--- src/rtl/vdp_pkg.sv ---
// vdp_pkg -- shared definitions for the VDP CPU interface: I/O port numbers,
// bus-arbiter FSM states and the CPU write-buffer entry layout.
package vdp_pkg;

  // I/O port numbers decoded by the CPU interface
  localparam logic [7:0] PORT_RD_BANK = 8'hF1;
  localparam logic [7:0] PORT_WR_MASK = 8'hF2;
  localparam logic [7:0] PORT_P1      = 8'hF5;
  localparam logic [7:0] PORT_P2      = 8'hF6;
  localparam logic [7:0] PORT_P3      = 8'hF7;
  localparam logic [7:0] PORT_P4      = 8'hF8;
  localparam logic [7:0] PORT_P5      = 8'hF9;
  localparam logic [7:0] PORT_P6      = 8'hFA;
  localparam logic [7:0] PORT_CMASK   = 8'hFB;
  localparam logic [7:0] PORT_BGC     = 8'hFC;
  localparam logic [7:0] PORT_MASK    = 8'hFE;

  // Address width carried in a buffered write (covers the full CPU window)
  localparam int ENTRY_AW = 13;
  localparam int NPLANES  = 6;

  typedef enum logic [1:0] {
    ST_IDLE,
    ST_WRITE,
    ST_RD_ADDR,
    ST_RD_DATA
  } vdp_state_e;

  typedef struct packed {
    logic [ENTRY_AW-1:0] addr;
    logic [7:0]          data;
    logic [NPLANES-1:0]  mask;
  } wr_entry_t;

  // Plane numbers 1..6 exist; 0 and 7 read back as open bus
  function automatic logic bank_valid(input logic [2:0] bank);
    return (bank != 3'd0) && (bank != 3'd7);
  endfunction

endpackage

--- src/rtl/vdp_wfifo.sv ---
// vdp_wfifo -- CPU write buffer. Holds {addr, data, mask} entries until the
// arbiter finds a CPU-owned VRAM slot. A push is accepted while full only if
// a pop happens in the same cycle, so occupancy stays unchanged.
module vdp_wfifo
  import vdp_pkg::*;
#(
  parameter int DEPTH = 2
) (
  input  logic      clk,
  input  logic      reset,
  input  logic      push,
  input  wr_entry_t din,
  input  logic      pop,
  output wr_entry_t dout,
  output logic      full,
  output logic      empty
);

  localparam int PW = (DEPTH > 1) ? $clog2(DEPTH) : 1;
  localparam int CW = $clog2(DEPTH + 1);

  wr_entry_t         mem [DEPTH];
  logic [PW-1:0]     wr_ptr;
  logic [PW-1:0]     rd_ptr;
  logic [CW-1:0]     count;
  logic              do_push;
  logic              do_pop;

  function automatic logic [PW-1:0] ptr_next(input logic [PW-1:0] p);
    return (p == PW'(DEPTH - 1)) ? '0 : p + 1'b1;
  endfunction

  assign do_pop  = pop && !empty;
  assign do_push = push && (!full || do_pop);
  assign full    = (count == CW'(DEPTH));
  assign empty   = (count == '0);
  assign dout    = mem[rd_ptr];

  // Entry storage
  // NOTE: storage is not reset -- entries are only read when count says they are valid.
  always_ff @(posedge clk) begin
    if (do_push) mem[wr_ptr] <= din;
  end

  // Pointers and occupancy
  // NOTE: non-blocking assignments keep every flop reading pre-edge values.
  always_ff @(posedge clk or posedge reset) begin
    if (reset) begin
      wr_ptr <= '0;
      rd_ptr <= '0;
      count  <= '0;
    end else begin
      if (do_push) wr_ptr <= ptr_next(wr_ptr);
      if (do_pop)  rd_ptr <= ptr_next(rd_ptr);
      case ({do_push, do_pop})
        2'b10:   count <= count + 1'b1;
        2'b01:   count <= count - 1'b1;
        default: count <= count;
      endcase
    end
  end

endmodule

--- src/rtl/vdp_cpuif.sv ---
// vdp_cpuif -- Z80 side of the VDP: I/O register file, buffered VRAM writes,
// stalled VRAM reads, all arbitrated against the video fetch slot (vclk).
// vclk is sampled on clk: a VRAM operation is only launched from an edge that
// sees vclk low. Optional build macro VDP_READBACK_EN enables register readback
// on io_dout; without it io_dout reads 8'hFF.
module vdp_cpuif
  import vdp_pkg::*;
#(
  parameter int FIFO_DEPTH = 2,
  parameter int VRAM_AW    = 13
) (
  input  logic               clk,
  input  logic               reset,
  input  logic               vclk,
  input  logic               io_wr,
  input  logic               io_rd,
  input  logic [7:0]         io_addr,
  input  logic [7:0]         io_din,
  output logic [7:0]         io_dout,
  input  logic               mem_cs,
  input  logic               mem_wr,
  input  logic               mem_rd,
  input  logic [VRAM_AW-1:0] mem_addr,
  input  logic [7:0]         mem_din,
  output logic [7:0]         mem_dout,
  output logic               cpu_wait,
  output logic [VRAM_AW-1:0] vram_addr,
  output logic [5:0]         vram_we,
  output logic [7:0]         vram_wdata,
  output logic [2:0]         vram_rsel,
  input  logic [7:0]         vram_rdata,
  output logic [7:0]         p1,
  output logic [7:0]         p2,
  output logic [7:0]         p3,
  output logic [7:0]         p4,
  output logic [7:0]         p5,
  output logic [7:0]         p6,
  output logic [7:0]         cmask,
  output logic [7:0]         bgc,
  output logic [7:0]         mask
);

  // Register file
  logic [2:0]       rd_bank;
  logic [5:0]       wr_mask;
  logic [7:0]       pal [6];

  // Write path
  wr_entry_t        new_entry;
  wr_entry_t        hold_entry;
  logic             hold_valid;
  logic             hold_take;
  wr_entry_t        fifo_din;
  wr_entry_t        fifo_dout;
  logic             fifo_push;
  logic             fifo_pop;
  logic             fifo_full;
  logic             fifo_empty;

  // Read path / arbiter
  vdp_state_e       state;
  logic             rd_pending;
  logic [VRAM_AW-1:0] rd_addr;
  logic             mem_wr_req;
  logic             mem_rd_req;

  assign mem_wr_req = mem_cs & mem_wr;
  assign mem_rd_req = mem_cs & mem_rd;

  assign p1 = pal[0];
  assign p2 = pal[1];
  assign p3 = pal[2];
  assign p4 = pal[3];
  assign p5 = pal[4];
  assign p6 = pal[5];

  // I/O register writes land on the edge that samples io_wr
  always_ff @(posedge clk or posedge reset) begin
    if (reset) begin
      rd_bank <= '0;
      wr_mask <= '0;
      for (int i = 0; i < 6; i++) pal[i] <= '0;
      cmask   <= '0;
      bgc     <= '0;
      mask    <= '0;
    end else if (io_wr) begin
      case (io_addr)
        PORT_RD_BANK: rd_bank <= io_din[2:0];
        PORT_WR_MASK: wr_mask <= io_din[5:0];
        PORT_P1:      pal[0]  <= io_din;
        PORT_P2:      pal[1]  <= io_din;
        PORT_P3:      pal[2]  <= io_din;
        PORT_P4:      pal[3]  <= io_din;
        PORT_P5:      pal[4]  <= io_din;
        PORT_P6:      pal[5]  <= io_din;
        PORT_CMASK:   cmask   <= io_din;
        PORT_BGC:     bgc     <= io_din;
        PORT_MASK:    mask    <= io_din;
        default:      ;
      endcase
    end
  end

`ifdef VDP_READBACK_EN
  logic [7:0] io_dout_q;

  // Register readback, presented the cycle after io_rd
  always_ff @(posedge clk or posedge reset) begin
    if (reset) begin
      io_dout_q <= 8'hFF;
    end else if (io_rd) begin
      case (io_addr)
        PORT_RD_BANK: io_dout_q <= {5'b0, rd_bank};
        PORT_WR_MASK: io_dout_q <= {2'b0, wr_mask};
        PORT_P1:      io_dout_q <= pal[0];
        PORT_P2:      io_dout_q <= pal[1];
        PORT_P3:      io_dout_q <= pal[2];
        PORT_P4:      io_dout_q <= pal[3];
        PORT_P5:      io_dout_q <= pal[4];
        PORT_P6:      io_dout_q <= pal[5];
        PORT_CMASK:   io_dout_q <= cmask;
        PORT_BGC:     io_dout_q <= bgc;
        PORT_MASK:    io_dout_q <= mask;
        default:      io_dout_q <= 8'hFF;
      endcase
    end
  end

  assign io_dout = io_dout_q;
`else
  assign io_dout = 8'hFF;
`endif

  // The write mask is captured with the data, so later wr_mask changes never
  // retarget a buffered write.
  always_comb begin
    new_entry.addr = ENTRY_AW'(mem_addr);
    new_entry.data = mem_din;
    new_entry.mask = wr_mask;
  end

  // Select FIFO input: a held (stalled) write has priority over a fresh one
  // NOTE: every output gets a default first so no path leaves a latch behind.
  always_comb begin
    fifo_din  = new_entry;
    fifo_push = 1'b0;
    hold_take = 1'b0;
    if (hold_valid) begin
      fifo_din  = hold_entry;
      fifo_push = !fifo_full || fifo_pop;
    end else if (mem_wr_req) begin
      if (fifo_full) hold_take = 1'b1;
      else           fifo_push = 1'b1;
    end
  end

  // Stall register for a write that arrived with the FIFO full
  always_ff @(posedge clk or posedge reset) begin
    if (reset) begin
      hold_valid <= 1'b0;
      hold_entry <= '0;
    end else if (hold_take) begin
      hold_valid <= 1'b1;
      hold_entry <= new_entry;
    end else if (hold_valid && fifo_push) begin
      hold_valid <= 1'b0;
    end
  end

  vdp_wfifo #(
    .DEPTH (FIFO_DEPTH)
  ) u_wfifo (
    .clk   (clk),
    .reset (reset),
    .push  (fifo_push),
    .din   (fifo_din),
    .pop   (fifo_pop),
    .dout  (fifo_dout),
    .full  (fifo_full),
    .empty (fifo_empty)
  );

  // The head entry is consumed on the edge that launches WRITE
  assign fifo_pop = (state == ST_IDLE) && !vclk && !fifo_empty;

  // Stall the CPU for any outstanding read, or a write that cannot be buffered
  assign cpu_wait = rd_pending | hold_valid | mem_rd_req |
                    (mem_wr_req & fifo_full);

  // VRAM arbiter: writes drain before any read, only in CPU-owned slots
  always_ff @(posedge clk or posedge reset) begin
    if (reset) begin
      state      <= ST_IDLE;
      rd_pending <= 1'b0;
      rd_addr    <= '0;
      mem_dout   <= '0;
      vram_addr  <= '0;
      vram_we    <= '0;
      vram_wdata <= '0;
      vram_rsel  <= '0;
    end else begin
      vram_we <= '0;

      if (mem_rd_req) begin
        if (bank_valid(rd_bank)) begin
          rd_pending <= 1'b1;
          rd_addr    <= mem_addr;
        end else begin
          mem_dout   <= 8'hFF;
        end
      end

      case (state)
        ST_IDLE: begin
          if (!vclk) begin
            if (!fifo_empty) begin
              state      <= ST_WRITE;
              vram_addr  <= VRAM_AW'(fifo_dout.addr);
              vram_wdata <= fifo_dout.data;
              vram_we    <= fifo_dout.mask;
            end else if (rd_pending && !hold_valid) begin
              state      <= ST_RD_ADDR;
              vram_addr  <= rd_addr;
              vram_rsel  <= rd_bank;
            end
          end
        end
        ST_WRITE:   state <= ST_IDLE;
        ST_RD_ADDR: state <= ST_RD_DATA;
        ST_RD_DATA: begin
          mem_dout   <= vram_rdata;
          rd_pending <= 1'b0;
          state      <= ST_IDLE;
        end
        default:    state <= ST_IDLE;
      endcase
    end
  end

endmodule

--- config.mk ---
export PLATFORM = sky130hd
export DESIGN_NAME = vdp_cpuif
export DESIGN_NICKNAME = d
export VERILOG_FILES = /design/src/rtl/vdp_pkg.sv /design/src/rtl/vdp_wfifo.sv /design/src/rtl/vdp_cpuif.sv
export SDC_FILE = /design/constraint.sdc
export NUM_CORES = 1
export LEC_CHECK = 0
export ABC_AREA = 1
export CAP_MARGIN = 20
export CORE_MARGIN = 3
export CORE_UTILIZATION = 38
export CTS_BUF_LIST = sky130_fd_sc_hd__clkbuf_8
export DETAILED_ROUTE_END_ITERATION = 8
export HOLD_SLACK_MARGIN = 0.06
export PLACE_DENSITY = 0.64
export SYNTH_ARGS = -nofsm -noshare
export SYNTH_HDL_FRONTEND = slang
export SYNTH_HIERARCHICAL = 1
export SYNTH_SLANG_ARGS = --single-unit
--- constraint.sdc ---
create_clock -name clk -period 6.1 [get_ports clk]
set_input_delay 1.22 -clock clk [delete_from_list [all_inputs] [get_ports clk]]
set_output_delay 1.22 -clock clk [all_outputs]
set_load 0.01 [all_outputs]
# Word level (Yosys, flattened, before mapping)
# Memories as Yosys holds them, arrays and structs flattened.
# Index checks and enable logic that the tools add are counted.
# totals
reg_bits,167
ram_bits,54
in_bits,53
output_inout_bits,119
wordCells,129
memories,1
# mem_list
memory,depth,word_bits,rd,rd_ports_with_merged_regs,wr,line,rtl
u_wfifo.mem,2,27,1,0,1,vdp_wfifo.sv:22,wr_entry_t mem [DEPTH];
# classes
n_addsub,4
eq_ne,22
n_mux,29
n_bitwise,8
reduce_logical,39
# ops
operator,count
$eq 8x8->1 const B,11
$reduce_and 2->1,15
$mux 27,1
$mux 13,2
$mux 8,3
$mux 6,3
$mux 1,15
$eq 2x2->1 const B,4
$reduce_bool 2->1,4
$logic_and 1x1->1,7
$mux 2,3
$pmux 2 s3,1
$reduce_and 3->1,2
$eq 2x1->1 const B,2
$logic_not 1->1,4
$logic_not 2->1,2
$ne 2x1->1 const B,2
$pmux 2 s2,1
$reduce_and 4->1,1
$and 1x1->1,3
$ne 3x2->1 const B,1
$ne 3x3->1 const B,1
$or 1x1->1,3
$reduce_bool 3->1,1
other kinds (7),10

# Longest topological paths before layout
# logic_depth
depth_word,8
depth_mapped,14
ltp_nobuf,14

# Hierarchy
# The synthesis kept the hierarchy.
# by_module_without_submodules
module,instances,cells_each,area_per_inst_um2,seq_area_each_um2
vdp_cpuif,1,814,7035.5,4078.9
vdp_wfifo,1,116,2282.2,1721.7

# Worst setup path before layout
# Ideal clock, no wire load.
# synth_timing
path_type,input port to flip-flop
from,in vclk
to,"mem u_wfifo/mem[0][0] (netlist bit), enable pin"
setup_ps,411
arrival_time_ps,3033
required_ps,5689
path_slack_ps,2656
cell_stages,7
path_buffers,0
path_cell_list,nor2_1 nand2_1 nand2_1 nand2_1 nand2_1 o21ai_2 nor2_1
# synth_between
elab_chain_cells,8
word_cells_on_any_way,10
classes_between,3 x mux; 7 x reduce/logical
# synth_lines
item,line,rtl
start: declaration,vdp_cpuif.sv:14,"input logic vclk,"
$logic_not 1->1,--,
$logic_and 1x1->1 (2 in a row),vdp_cpuif.sv:184,assign fifo_pop = (state == ST_IDLE) && !vclk && !fifo_empty;
$logic_or 1x1->1,vdp_cpuif.sv:150,fifo_push = !fifo_full || fifo_pop;
$mux 1,vdp_cpuif.sv:148,if (hold_valid) begin
via fifo_push,vdp_cpuif.sv:55,logic fifo_push;
$logic_and 1x1->1,vdp_wfifo.sv:34,assign do_push = push && (!full || do_pop);
$mux 1,vdp_wfifo.sv:42,if (do_push) mem[wr_ptr] <= din;
$mux 1 (not written as such),vdp_wfifo.sv:42,
end: declaration,vdp_wfifo.sv:22,
# The timed path passes the listed nets, and every way through them passes these cells.

# Final worst setup path
# layout_timing
from,reg u_wfifo.count[0]
to,"mem u_wfifo/mem[1][24] (netlist bit), enable pin"
# layout_between
elab_chain_cells,8
word_cells_on_any_way,14
classes_between,1 x eq/ne; 5 x mux; 8 x reduce/logical
# layout_lines
item,line,rtl
start: declaration,vdp_wfifo.sv:25,logic [CW-1:0] count;
start signal: assignment,vdp_wfifo.sv:56,2'b10: count <= count + 1'b1;
start signal: assignment,vdp_wfifo.sv:57,2'b01: count <= count - 1'b1;
start signal: assignment,vdp_wfifo.sv:58,default: count <= count;
$logic_not 2->1 *,vdp_wfifo.sv:36,assign empty = (count == '0);
via fifo_empty,vdp_cpuif.sv:58,logic fifo_empty;
$logic_not 1->1 *,--,
$logic_and 1x1->1 *,vdp_cpuif.sv:184,
via fifo_pop,vdp_cpuif.sv:56,logic fifo_pop;
$logic_or 1x1->1 / $logic_and 1x1->1 (equally long branches),"vdp_cpuif.sv:150, vdp_wfifo.sv:33",
$mux 1 / $logic_or 1x1->1 (equally long branches),"vdp_cpuif.sv:148, vdp_wfifo.sv:34",
$logic_and 1x1->1 *,vdp_wfifo.sv:34,
$mux 1 *,vdp_wfifo.sv:42,
$mux 1 (not written as such) *,vdp_wfifo.sv:42,
# Mark *: on every way through the listed nets, which the timed path passes. The rest lies on a longest branch.

==> results.sh <==
export IMPL_status="completed"
export IMPL_coreArea_um2=23800
export IMPL_power_density_nw_per_um2=383
export IMPL_place_congestion=0.787
export IMPL_period_minus_slack_ps=3880
export IMPL_port_buffers=162
export IMPL_use_met1_pct=22.1
export IMPL_postLayoutSetupSlackWorst_ps=2220
export IMPL_critPathCaptureType="register"
export IMPL_routed_wirelength_um=22700
export IMPL_use_met2_pct=26.4
export IMPL_stdcell_count=1443
export IMPL_place_area_um2=11100
export IMPL_startpoint="u_wfifo/count[0]"
export IMPL_dp_cells=1374
export IMPL_antenna_found_initial=0
export IMPL_skew_ps=19.2
export IMPL_worstSkewPairLatency_ps=510
export IMPL_slew_headroom_pct=31.7
export IMPL_worstReg2RegStart="u_wfifo/count[0]"
export IMPL_rsz0062_at_grt="no"
export IMPL_grt_busiest_layer="met2"
export IMPL_met3_usage_pct=7.17
export IMPL_drc_errors=0
export IMPL_cts_path_max_buffers=3
export IMPL_setup_viol=0
export IMPL_syn_avg_cell_area_um2=10.0
export IMPL_wl_per_cell_um=15.8
export IMPL_r2r_slack_ps=2220
export IMPL_hpwl_um=14700
export IMPL_cts_tree="yes"
export IMPL_layout_drive_gt1_share_pct=11.3
export IMPL_yosys_area_top_type_share_pct=44.9
export IMPL_clk_pin_slew_ps=60
export IMPL_fmax_ghz=0.257
export IMPL_hp_class="register to register"
export IMPL_rows=56
export IMPL_arrival_ps=4070
export IMPL_grt_pass1_wl_um=36200
export IMPL_grt_total_usage_pct=17.0
export IMPL_yosysTopAreaCell="dfrtp_1"
export IMPL_hold_violations=0
export IMPL_reg2reg_depth=9
export IMPL_pin_count=172
export IMPL_post_place_ws_ps=1750
export IMPL_fin_tns_setup_ps=0
export IMPL_numCtsBuffers=39
export IMPL_tightest_slew_ps=1020
export IMPL_hold_buffers=0
export IMPL_finalCritPeriodShare_pct=63.7
export IMPL_synth_area_leaders="dfrtp_1 45%, edfxtp_1 17%, nand2_1 12%"
export IMPL_initial_core_util_pct=39.2
export IMPL_grt_start_max_net_pins=87
export IMPL_initialDrtViolationCount=459
export IMPL_cap_violations=0
export IMPL_timing_hold_ws_ps=468
export IMPL_clkSinkCount=221
export IMPL_cp_max_fo=18
export IMPL_area_growth_pct=27.2
export IMPL_num_fill_cells=2215
export IMPL_dieArea_um2=26400
export IMPL_crit_required_ps=6290
export IMPL_hold_depth=2
export IMPL_worstReg2RegEnd="u_wfifo/mem[1][24]"
export IMPL_cellLeakagePower_nw=5.47
export IMPL_post_cts_repair_setup_buffers=0
export IMPL_vdd_ir_drop_worst_mv=0.151
export IMPL_grt_pass1_vias=6850
export IMPL_dr_total_vias=6873
export IMPL_final_util_pct=49.9
export IMPL_synth_seq_area_share_pct=62.3
export IMPL_root_buffer="clkbuf_8"
export IMPL_design_area_um2=11900
export IMPL_syn_inst=930
export IMPL_report_final_slew_viol_count=0
export IMPL_ys_ff_latch=221
export IMPL_htree_levels=2
export IMPL_finalPower_mw=4.54
export IMPL_yosysWarnings=6
export IMPL_nNetsFinal=1149
export IMPL_path_class="register to register"
export IMPL_synth_area_um2=9320
export IMPL_drt_first_pass_iters=6
export IMPL_die_h_um=163
export IMPL_startpoint_type="register"
export IMPL_cts_resized=0
export IMPL_grt_overflow=0
export IMPL_crit_path_end="u_wfifo/mem[1][24]"
export IMPL_die_w_um=163
export IMPL_yosysUniqueCellTypes=33
export IMPL_antenna_left=0
export IMPL_diodes=0
export IMPL_vias_per_cell=4.76
## Yosys cell counts, drive strengths merged
| cell | count |
|---|---|
| or2 | 20 |
| nor3 | 2 |
| o31ai | 1 |
| xor2 | 1 |
| xnor2 | 1 |
| inv | 65 |
| clkinv | 3 |
| nand3b | 1 |
| a21boi | 1 |
| nand2 | 302 |
| buf | 33 |
| nand4 | 58 |
| nor2 | 20 |
| nand3 | 38 |
| clkbuf | 18 |
| conb | 1 |
| edfxtp | 54 |
| dfrtp | 167 |
| mux2 | 27 |
| o21ai | 117 |
## metal layers
layer	wire [µm]	vias up	part of all wire, %
li1	-	3407	-
met1	10000	3227	44
met2	10100	205	44
met3	2240	34	9.8
met4	384	0	1.7
met5	0	-	0
## state kept, by name, indices dropped and copies added, names as in the netlist, 3 cells and up
name,flops
hold_entry,27
p1,8
rd_bank,3
mask,8
cmask,8
p3,8
p2,8
p5,8
p6,8
vram_rsel,3
vram_wdata,8
vram_addr,13
rd_addr,13
vram_we,6
p4,8
u_wfifo/mem,54
wr_mask,6
bgc,8
mem_dout,8
## cells in the final DEF (no fill, tap or decap)
master	count
conb_1	8
inv_1	75
nor2_2	6
dfrtp_1	166
inv_6	1
nand3_1	32
nor3_4	1
clkdlybuf4s50_1	162
xnor2_1	1
mux2_4	19
nor2_4	2
nor3_1	1
o31ai_1	1
nand2_1	302
clkinv_1	6
nand4_1	58
clkinv_2	3
nand3b_1	1
inv_2	6
clkbuf_8	45
mux2_2	8
o21ai_1	28
clkinvlp_4	1
o21ai_0	88
nand3_2	6
nor2_1	12
buf_4	7
edfxtp_1	54
o21ai_2	1
xor2_1	1
dfrtp_2	1
a21boi_0	1
or2_2	20
## critical path: stages (launching register included)
cell and delay [ps]:
dfrtp_1 400, inv_2 70, nand2_1 130, inv_1 250, inv_1 460, nand2_1 560, clkinv_1 460, o21ai_2 150
nor2_2 680, buf_4 380
## logic make-up (layout without fill, tap and decap cells)
logic type	Yosys count	after routing	share of synthesized area, %
other cells	1	8	0.0402
mux	27	27	4.03
flops	221	221	62.3
xor+xnor	2	2	0.188
compound gates	119	119	6.49
buf+inv	119	306	5.91
simple gates	441	441	21.1
## where the power goes
part / leakage, nW / internal (mW) / switching, mW
clock: 0.431 / 0.670 / 0.582
sequential: 2.70 / 1.88 / 0.193
combinational: 2.34 / 0.580 / 0.638
total: 5.47 / 3.13 / 1.41
## cell type report
type                            count  area [µm²]  area share [%]
Inverter                           68         260            2.20
Tap cell                          319         399            3.37
Clock inverter                     24        97.6           0.823
Multi-Input combinational cell    597        3000            25.3
Clock buffer                       45         619            5.22
Sequential cell                   221        5800            48.9
Timing Repair Buffer              169        1670            14.1
## how the worst min path moves through the flow
stage | slack [ps] | endpoint | start
final | 470 | wr_mask[4] | wr_mask[4]
after global routing | 490 | vram_wdata[5] | vram_wdata[5]
after CTS | 480 | wr_mask[4] | wr_mask[4]
after detailed placement | 460 | bgc[2] | bgc[2]
after global placement | 450 | p4[5] | p4[5]
after floorplan | 440 | wr_mask[0] | wr_mask[0]
(Power assumes the default switching activity.)
